### config.mk
export PLATFORM = sky130hd
export DESIGN_NAME = bsg_link_upstream_ch
export DESIGN_NICKNAME = d
export VERILOG_FILES = /design/src/rtl/bsg_link_pkg.sv /design/src/rtl/bsg_link_token_sync.sv /design/src/rtl/bsg_link_upstream_ch.sv
export SDC_FILE = /design/constraint.sdc
export NUM_CORES = 1
export LEC_CHECK = 0
export BUFFER_PORTS_ARGS = -buffer_cell sky130_fd_sc_hd__buf_4
export CAP_MARGIN = 40
export CORE_AREA = 5 5 57 59
export DETAILED_ROUTE_END_ITERATION = 16
export DIE_AREA = 0 0 62 64
export GPL_ROUTABILITY_DRIVEN = 0
export PLACE_DENSITY = 0.76
export SLEW_MARGIN = 40
export SYNTH_ARGS = -nofsm -noshare
export SYNTH_HDL_FRONTEND = slang
export SYNTH_SLANG_ARGS = --single-unit
export TNS_END_PERCENT = 1
### constraint.sdc
create_clock -name clk -period 4.2 [get_ports clk]
set_clock_uncertainty 0.15 [all_clocks]
set_input_delay 0.84 -clock clk [delete_from_list [all_inputs] [get_ports clk]]
set_output_delay 0.84 -clock clk [all_outputs]
set_load 0.03 [all_outputs]
### src/rtl/bsg_link_pkg.sv
// Definitions shared by the upstream and downstream link channels:
// FSM state encoding, default credit sizing and beat order.
package bsg_link_pkg;

   typedef enum logic [1:0] {
      IDLE,
      SEND_LO,
      SEND_HI
   } link_state_e;

   localparam int unsigned LINK_CREDITS     = 64;
   localparam int unsigned LINK_TOKEN_DECIM = 3;

   // Core words go out least-significant beat first.
   localparam bit LINK_LSB_FIRST = 1'b1;

endpackage

### src/rtl/bsg_link_token_sync.sv
// Brings the asynchronous token line into the clk domain and emits a
// one-cycle ret pulse for every toggle (either edge).
module bsg_link_token_sync (
   input  logic clk,
   input  logic rst,
   input  logic io_token_i,
   output logic ret_o
);

   logic sync1_q, sync2_q, last_q;

   always_ff @(posedge clk) begin
      if (rst) begin
         sync1_q <= 1'b0;
         sync2_q <= 1'b0;
         last_q  <= 1'b0;
      end else begin
         sync1_q <= io_token_i;
         sync2_q <= sync1_q;
         last_q  <= sync2_q;
      end
   end

   assign ret_o = sync2_q ^ last_q;

endmodule

### src/rtl/bsg_link_upstream_ch.sv
// Transmit channel: splits each core word into two io beats and meters
// traffic against credits returned by the downstream channel's token line.
module bsg_link_upstream_ch
   import bsg_link_pkg::*;
#(
   parameter int unsigned CORE_W      = 16,
   parameter int unsigned IO_W        = 8,
   parameter int unsigned CREDITS     = LINK_CREDITS,
   parameter int unsigned TOKEN_DECIM = LINK_TOKEN_DECIM,
   parameter int unsigned CW          = $clog2(CREDITS + 1)
) (
   input  logic              clk,
   input  logic              rst,
   input  logic [CORE_W-1:0] core_data_i,
   input  logic              core_valid_i,
   output logic              core_ready_o,
   output logic [IO_W-1:0]   io_data_o,
   output logic              io_valid_o,
   input  logic              io_token_i,
   output logic [CW-1:0]     credit_cnt_o,
   output logic              credit_stall_o,
   output logic              credit_ovf_o
);

   localparam logic [CW:0] TOKEN_INC = (CW + 1)'(1) << TOKEN_DECIM;
   localparam logic [CW:0] CREDITS_W = (CW + 1)'(CREDITS);

   link_state_e       state_q, state_d;
   logic [CORE_W-1:0] hold_q, hold_d;
   logic [IO_W-1:0]   io_data_q, io_data_d;
   logic [CW-1:0]     cnt_q, cnt_d;
   logic              ovf_q, ovf_d;
   logic              ret;
   logic              accept;
   logic [CW:0]       cnt_sum;
   logic [IO_W-1:0]   first_beat, second_beat;

   bsg_link_token_sync u_token_sync (
      .clk        (clk),
      .rst        (rst),
      .io_token_i (io_token_i),
      .ret_o      (ret)
   );

   assign first_beat  = LINK_LSB_FIRST ? core_data_i[IO_W-1:0] : core_data_i[CORE_W-1:IO_W];
   assign second_beat = LINK_LSB_FIRST ? hold_q[CORE_W-1:IO_W]  : hold_q[IO_W-1:0];

   // A new word may be taken while the high beat of the previous one is
   // on the wire, which gives back-to-back words with no idle cycle.
   assign core_ready_o = ((state_q == IDLE) || (state_q == SEND_HI)) && (cnt_q != '0);
   assign accept       = core_valid_i && core_ready_o;

   always_comb begin
      state_d   = state_q;
      hold_d    = hold_q;
      io_data_d = '0;
      if (accept) begin
         state_d   = SEND_LO;
         hold_d    = core_data_i;
         io_data_d = first_beat;
      end else begin
         case (state_q)
            SEND_LO: begin
               state_d   = SEND_HI;
               io_data_d = second_beat;
            end
            default: state_d = IDLE;
         endcase
      end
   end

   always_comb begin
      cnt_sum = {1'b0, cnt_q} - (CW + 1)'(accept) + (ret ? TOKEN_INC : '0);
      cnt_d   = cnt_sum[CW-1:0];
      ovf_d   = ovf_q;
      if (cnt_sum > CREDITS_W) begin
         cnt_d = CW'(CREDITS);
         ovf_d = 1'b1;
      end
   end

   always_ff @(posedge clk) begin
      if (rst) begin
         state_q   <= IDLE;
         hold_q    <= '0;
         io_data_q <= '0;
         cnt_q     <= CW'(CREDITS);
         ovf_q     <= 1'b0;
      end else begin
         state_q   <= state_d;
         hold_q    <= hold_d;
         io_data_q <= io_data_d;
         cnt_q     <= cnt_d;
         ovf_q     <= ovf_d;
      end
   end

   assign io_data_o      = io_data_q;
   assign io_valid_o     = (state_q != IDLE);
   assign credit_cnt_o   = cnt_q;
   assign credit_stall_o = (cnt_q == '0);
   assign credit_ovf_o   = ovf_q;

endmodule

==> run_results.csv, run 1 <==
group,metric,value,unit
sta,fin_setup_tns,0,ns
drt,drt_iter0_drc,44,
sta,slew_viol_final,0,
floorplan,dieArea,0.003968,sq mm
critical_path,cp-start-kind,"register",
sta,finalSetupViolCount,0,
sta,period_minus_slack,3.678,ns
yosys,synth_cells,118,
yosys,synth_area,0.001247,sq mm
hold_path,hold_path.class,"register to register",
power_and_ir_drop,leakage,0.7477,nW
drt,via_per_inst,5.326,
outcome,status,"finished, final reports clean",
clocking,cts_tree,"yes",
critical_path,path_max_fanout,4,
critical_path,worstPathArrival,3.76,ns
finish,drive_above_1_share,30.86,%
yosys,ys_seq_elements,29,
grt,gr-total-overflow,0,
drt,routed_wl,2657,microns
sta,relSlewSlack,60.07,%
drt,drc,0,
sta,rsz0062_at_grt,"false",
floorplan,die_w,62,microns
yosys,syn_avg_cell_area,10.57,sq um
grt,grt_antenna_before_repair,0,
finish,stdcell_area,0.001639,sq mm
sta,worstMarginPinSlew,0.5957,ns
critical_path,critPathKind,"register to register",
floorplan,core,0.002663,sq mm
clocking,htree_levels,2,
finish,fin_util,61.56,%
job,max-cap-violations,0,
power_and_ir_drop,p_per_area,717.5,mW/mm^2
clocking,cts_resized,0,
drt,vias,1028,
power_and_ir_drop,peakVddDrop,0.4649,mV
finish,final_nets,191,
sta,hold_viol,0,
place,io_buffers,38,
clocking,cts.clk_slew.worst_paths,0.09,ns
place,dpl_cell_area,0.001554,sq mm
clocking,hold_buffers,0,
place,post-place-ws,0.5619,ns
finish,area_delta_synth_final,31.39,%
yosys,seq_area_frac_synth,46.54,%
clocking,insertion_delay,0.32,ns
sta,fin_crit_sh,87.57,%
yosys,ys_types,30,
grt,grt_pass1_vias,1081,
sta,fin_hold_ws,0.3034,ns
yosys,ys_warn_count,0,
power_and_ir_drop,total_power,1.176,mW
clocking,cts-root-buf,"clkbuf_4",
critical_path,cp.required,4.29,ns
yosys,syn-num-nets,148,
finish,fin_cells,193,
drt,detail-route-antenna-nets,0,
sta,fmax,271.9,MHz
sta,worst_slack,0.5219,ns
clocking,cts_made_buffers,5,
clocking,post_cts_buffers,0,
floorplan,start_util,46.85,%
finish,diodes,0,
clocking,cts.sinks,29,
critical_path,end_kind,"register",
grt,grt_pass1_wl,4650,microns
clocking,cts.path.max_buffers,2,
drt,wl_per_cell,13.77,microns
floorplan,row_count,19,
drt,firstDrtPassIters,4,
place,dp_cells,185,
grt,grt_start_max_net_pins,18,
floorplan,io_pins,39,
place,dp_hpwl,2092,microns
floorplan,fp.dieH,64,microns
grt,grt_usage,15.87,%
-- path summary, 6_finish.rpt --
path | from | end | slack [ns] | cells past startpoint
max | credit_cnt_o[5] | credit_cnt_o[2] | 0.52 | 14
min | u_token_sync.sync1_q | u_token_sync.sync2_q | 0.30 | 1
max reg2reg | credit_cnt_o[5] | credit_cnt_o[2] | 0.52 | 14
min reg2reg | u_token_sync.sync1_q | u_token_sync.sync2_q | 0.30 | 1
-- cells in the mapped netlist --
cell type   n  area share [%]
and3_4      1            0.90
a21o_1      1            0.60
xor2_1      1            0.70
o21ai_0     2            0.80
nand2_1     1            0.30
nor2_4      1            0.90
or3_1       1            0.50
nor3b_1     4             2.4
xnor2_1     3             2.1
ha_1        9             9.0
nor2_1      3            0.90
inv_1      13             3.9
and3b_1     1            0.70
fa_1        1             1.6
or2_2       2             1.0
a22o_1     16              11
dfxtp_1    29              47
nand3_1     3             1.2
nor3_1      5             2.0
or4_1       1            0.60
o22ai_1     1            0.50
nor2b_1     5             2.5
or4b_1      1            0.80
a21oi_1     2            0.80
a2111oi_0   1            0.70
and2_1      1            0.50
a211oi_1    3             1.8
buf_6       2             1.8
o31a_1      3             2.1
nand2b_1    1            0.50
-- kinds of logic (layout without fill, tap and decap cells) --
family	after synthesis	after routing	share of synthesized area, %
xor+xnor	4	4	2.809
compound gates	29	29	18.56
flops	29	29	46.54
fa+ha+maj	10	10	10.63
buf+inv	15	59	5.717
simple gates	31	31	15.75
-- sequential cells by signal, indices dropped and copies added (netlist names) --
signal	flops
credit_cnt_o	7
credit_ovf_o	1
hold_q	8
io_data_o	8
state_q	2
u_token_sync.last_q	1
u_token_sync.sync1_q	1
u_token_sync.sync2_q	1
-- routing by layer --
metal / track usage [%] / share of wire [%] / wire length, microns / vias to the layer above
met4: 6.366 / 1.6 / 43 / 0
met5: 0 / 0 / 0 / -
met3: 8.249 / 8.7 / 231 / 5
met2: 25.52 / 51 / 1368 / 29
li1: - / - / - / 512
met1: 17.14 / 38 / 1014 / 482
-- layout make-up --
type,instances,area (sq um)
Inverter,13,48.80
Multi-Input combinational cell,74,600.6
Clock buffer,7,55.05
Fill cell,240,1023
Clock inverter,1,30.03
Tap cell,31,38.79
Sequential cell,29,580.6
Timing Repair Buffer,38,285.3
-- worst max-delay path, cell delays in order, from the launching register on --
cell       delay, ns
dfxtp_1         0.34
inv_1           0.08
ha_1            0.14
or4b_1          0.48
o31a_1          0.29
and2_1          0.21
ha_1            0.18
inv_1           0.05
ha_1            0.18
fa_1            0.23
nand3_1         0.13
a2111oi_0       0.45
a211oi_1        0.14
or2_2           0.34
nor3b_1         0.19
-- where the power goes --
group	switching (mW)	internal, mW
logic	0.332	0.248
registers	0.0382	0.326
clock network	0.0896	0.142
-- cells in the final DEF, fill, tap and decap left out --
cell type / count
a2111oi_0: 1
a211oi_1: 3
a21o_1: 1
a21oi_1: 2
a22o_1: 16
and2_1: 1
and3_4: 1
and3b_1: 1
buf_4: 38
bufinv_16: 1
clkbuf_1: 1
clkbuf_4: 5
clkbuf_8: 1
dfxtp_1: 29
fa_1: 1
ha_1: 9
inv_1: 13
nand2_1: 1
nand2b_1: 1
nand3_1: 3
nor2_1: 3
nor2_4: 1
nor2b_1: 5
nor3_1: 4
nor3_2: 1
nor3b_1: 4
o21ai_0: 2
o22ai_1: 1
o31a_1: 3
or2_2: 2
or3_1: 1
or4_1: 1
or4b_1: 1
xnor2_1: 3
xor2_1: 1
Power figures use the tool's default switching activity.
==> run 2, diff against run 1 <==
GPL_ROUTABILITY_DRIVEN = default   (was 0)
PLACE_DENSITY = default   (was 0.76)
PLACE_DENSITY_LB_ADDON = 0.05   (was default)
==> run 2 against run 1 <==
  * Routed wire length grew 2.3%
  * First-iteration DRC count decreased by 18%
  * Hold slack improved by 0.0092 ns
  * Total power increased by 0.63%
  * Non-clock buffer count is the same
  * Global-route usage fell by 0.85 points
  * Critical path depth is the same
  * Combinational power barely moved
  * Utilization stayed put
  * Critical path type unchanged
  * Largest power group unchanged
==> run_results.csv, run 2 (same netlist as run 1, synthesis figures left out) <==
group,metric,value,unit
drt,vias,1019,
grt,grt_pass1_wl,4443,microns
finish,final_nets,191,
floorplan,start_util,46.85,%
grt,grt_start_max_net_pins,18,
finish,diodes,0,
critical_path,path_max_fanout,4,
critical_path,cp.required,4.29,ns
critical_path,cp-start-kind,"register",
sta,fin_setup_tns,0,ns
clocking,cts_tree,"yes",
place,io_buffers,38,
grt,grt_antenna_before_repair,0,
drt,drc,0,
sta,relSlewSlack,60.95,%
finish,multi_input_area,600.6,sq um
sta,fmax,278.6,MHz
drt,routed_wl,2717,microns
finish,drive_above_1_share,30.86,%
drt,drt_iter0_drc,36,
clocking,cts.sinks,29,
drt,detail-route-antenna-nets,0,
critical_path,critPathKind,"register to register",
job,max-cap-violations,0,
sta,fin_crit_sh,85.45,%
finish,num-fill-cells,228,
sta,hold_viol,0,
hold_path,min_from,"u_token_sync.sync1_q",
grt,grt_pass1_vias,1053,
finish,area_delta_synth_final,31.39,%
power_and_ir_drop,p_per_area,722.0,mW/mm^2
floorplan,die_w,62,microns
sta,slew_viol_final,0,
critical_path,end_kind,"register",
floorplan,row_count,19,
floorplan,core,0.002663,sq mm
sta,finalSetupViolCount,0,
critical_path,worstPathArrival,3.68,ns
sta,worst_slack,0.6112,ns
floorplan,dieArea,0.003968,sq mm
finish,final_cell_mix,"buf_4 (38), dfxtp_1 (29), a22o_1 (16)",
grt,gr-total-overflow,0,
grt,grt_usage,15.02,%
outcome,status,"finished, final reports clean",
hold_path,hold_path.class,"register to register",
sta,worstMarginPinSlew,0.5826,ns
clocking,post_cts_buffers,0,
clocking,cts.path.max_buffers,2,
power_and_ir_drop,peakVddDrop,0.5566,mV
finish,register_area,580.6,sq um
place,post-place-ws,0.6353,ns
drt,via_per_inst,5.280,
critical_path,setup.worst_path.start,"credit_cnt_o[4]",
clocking,htree_levels,2,
place,place.gp.congestion,0.8847,
clocking,insertion_delay,0.32,ns
sta,rsz0062_at_grt,"false",
clocking,cts-root-buf,"clkbuf_4",
clocking,cts.clk_slew.worst_paths,0.09,ns
clocking,cts_made_buffers,5,
critical_path,r2r-start,"credit_cnt_o[4]",
power_and_ir_drop,leakage,0.7477,nW
drt,wl_per_cell,14.08,microns
finish,layout_commonest_cell,"buf_4",
place,dp_hpwl,2122,microns
floorplan,io_pins,39,
floorplan,fp.dieH,64,microns
sta,period_minus_slack,3.589,ns
clocking,hold_buffers,0,
drt,firstDrtPassIters,5,
clocking,cts_resized,0,
-- run 2: cell counts in the layout (fill, tap and decap cells not counted) --
Identical to the previous run, type by type.
-- run 2: worst paths after layout --
path | depth (start not counted) | slack (ns) | endpoint
worst min-delay path | 1 | 0.31 | u_token_sync.sync2_q
worst max register to register | 14 | 0.61 | credit_cnt_o[3]
worst max-delay path | 14 | 0.61 | credit_cnt_o[3]
worst min register to register | 1 | 0.31 | u_token_sync.sync2_q
-- run 2: layer usage --
layer	global-route usage (%)	vias to the layer above	part of all wire (%)
met2	23.06	38	46
met5	0	-	0
met4	7.427	0	1.9
met3	5.433	5	7.4
li1	-	513	-
met1	18.06	463	44
-- run 2: critical path, cell delays in order, from the launching register on --
cell       delay [ns]
dfxtp_1          0.33
inv_1            0.09
ha_1             0.16
or4b_1           0.46
o31a_1           0.29
and2_1           0.22
ha_1             0.19
inv_1            0.05
ha_1             0.17
fa_1             0.22
nand3_1          0.13
a2111oi_0        0.38
a211oi_1         0.12
or2_2            0.33
nor3_1           0.21
-- run 2: power breakdown --
part / internal [mW] / switching (mW)
Sequential: 0.326 / 0.0376
Combinational: 0.249 / 0.334
Clock: 0.142 / 0.0945
-- run 2: cell type report --
cell class / instances / share of cell area, %
Tap cell: 31 / 2.366
Clock inverter: 1 / 1.832
Sequential cell: 29 / 35.42
Inverter: 13 / 2.977
Clock buffer: 7 / 3.359
Multi-Input combinational cell: 74 / 36.64
Timing Repair Buffer: 38 / 17.40
-- run 2: metrics by stage --
stage	util, %	cell area [sq um]	std cells	hold WS, ns	total power, mW
final	61.56	1639	193	0.3126	1.183
after global routing	61.56	1639	193	0.3285	1.260
after CTS	61.56	1639	193	0.3061	1.185
after detailed placement	58.36	1554	185	0.2874	0.9460
after global placement	58.18	1549	185	0.2737	0.9330
after floorplan	-	1247	118	0.2638	0.7840
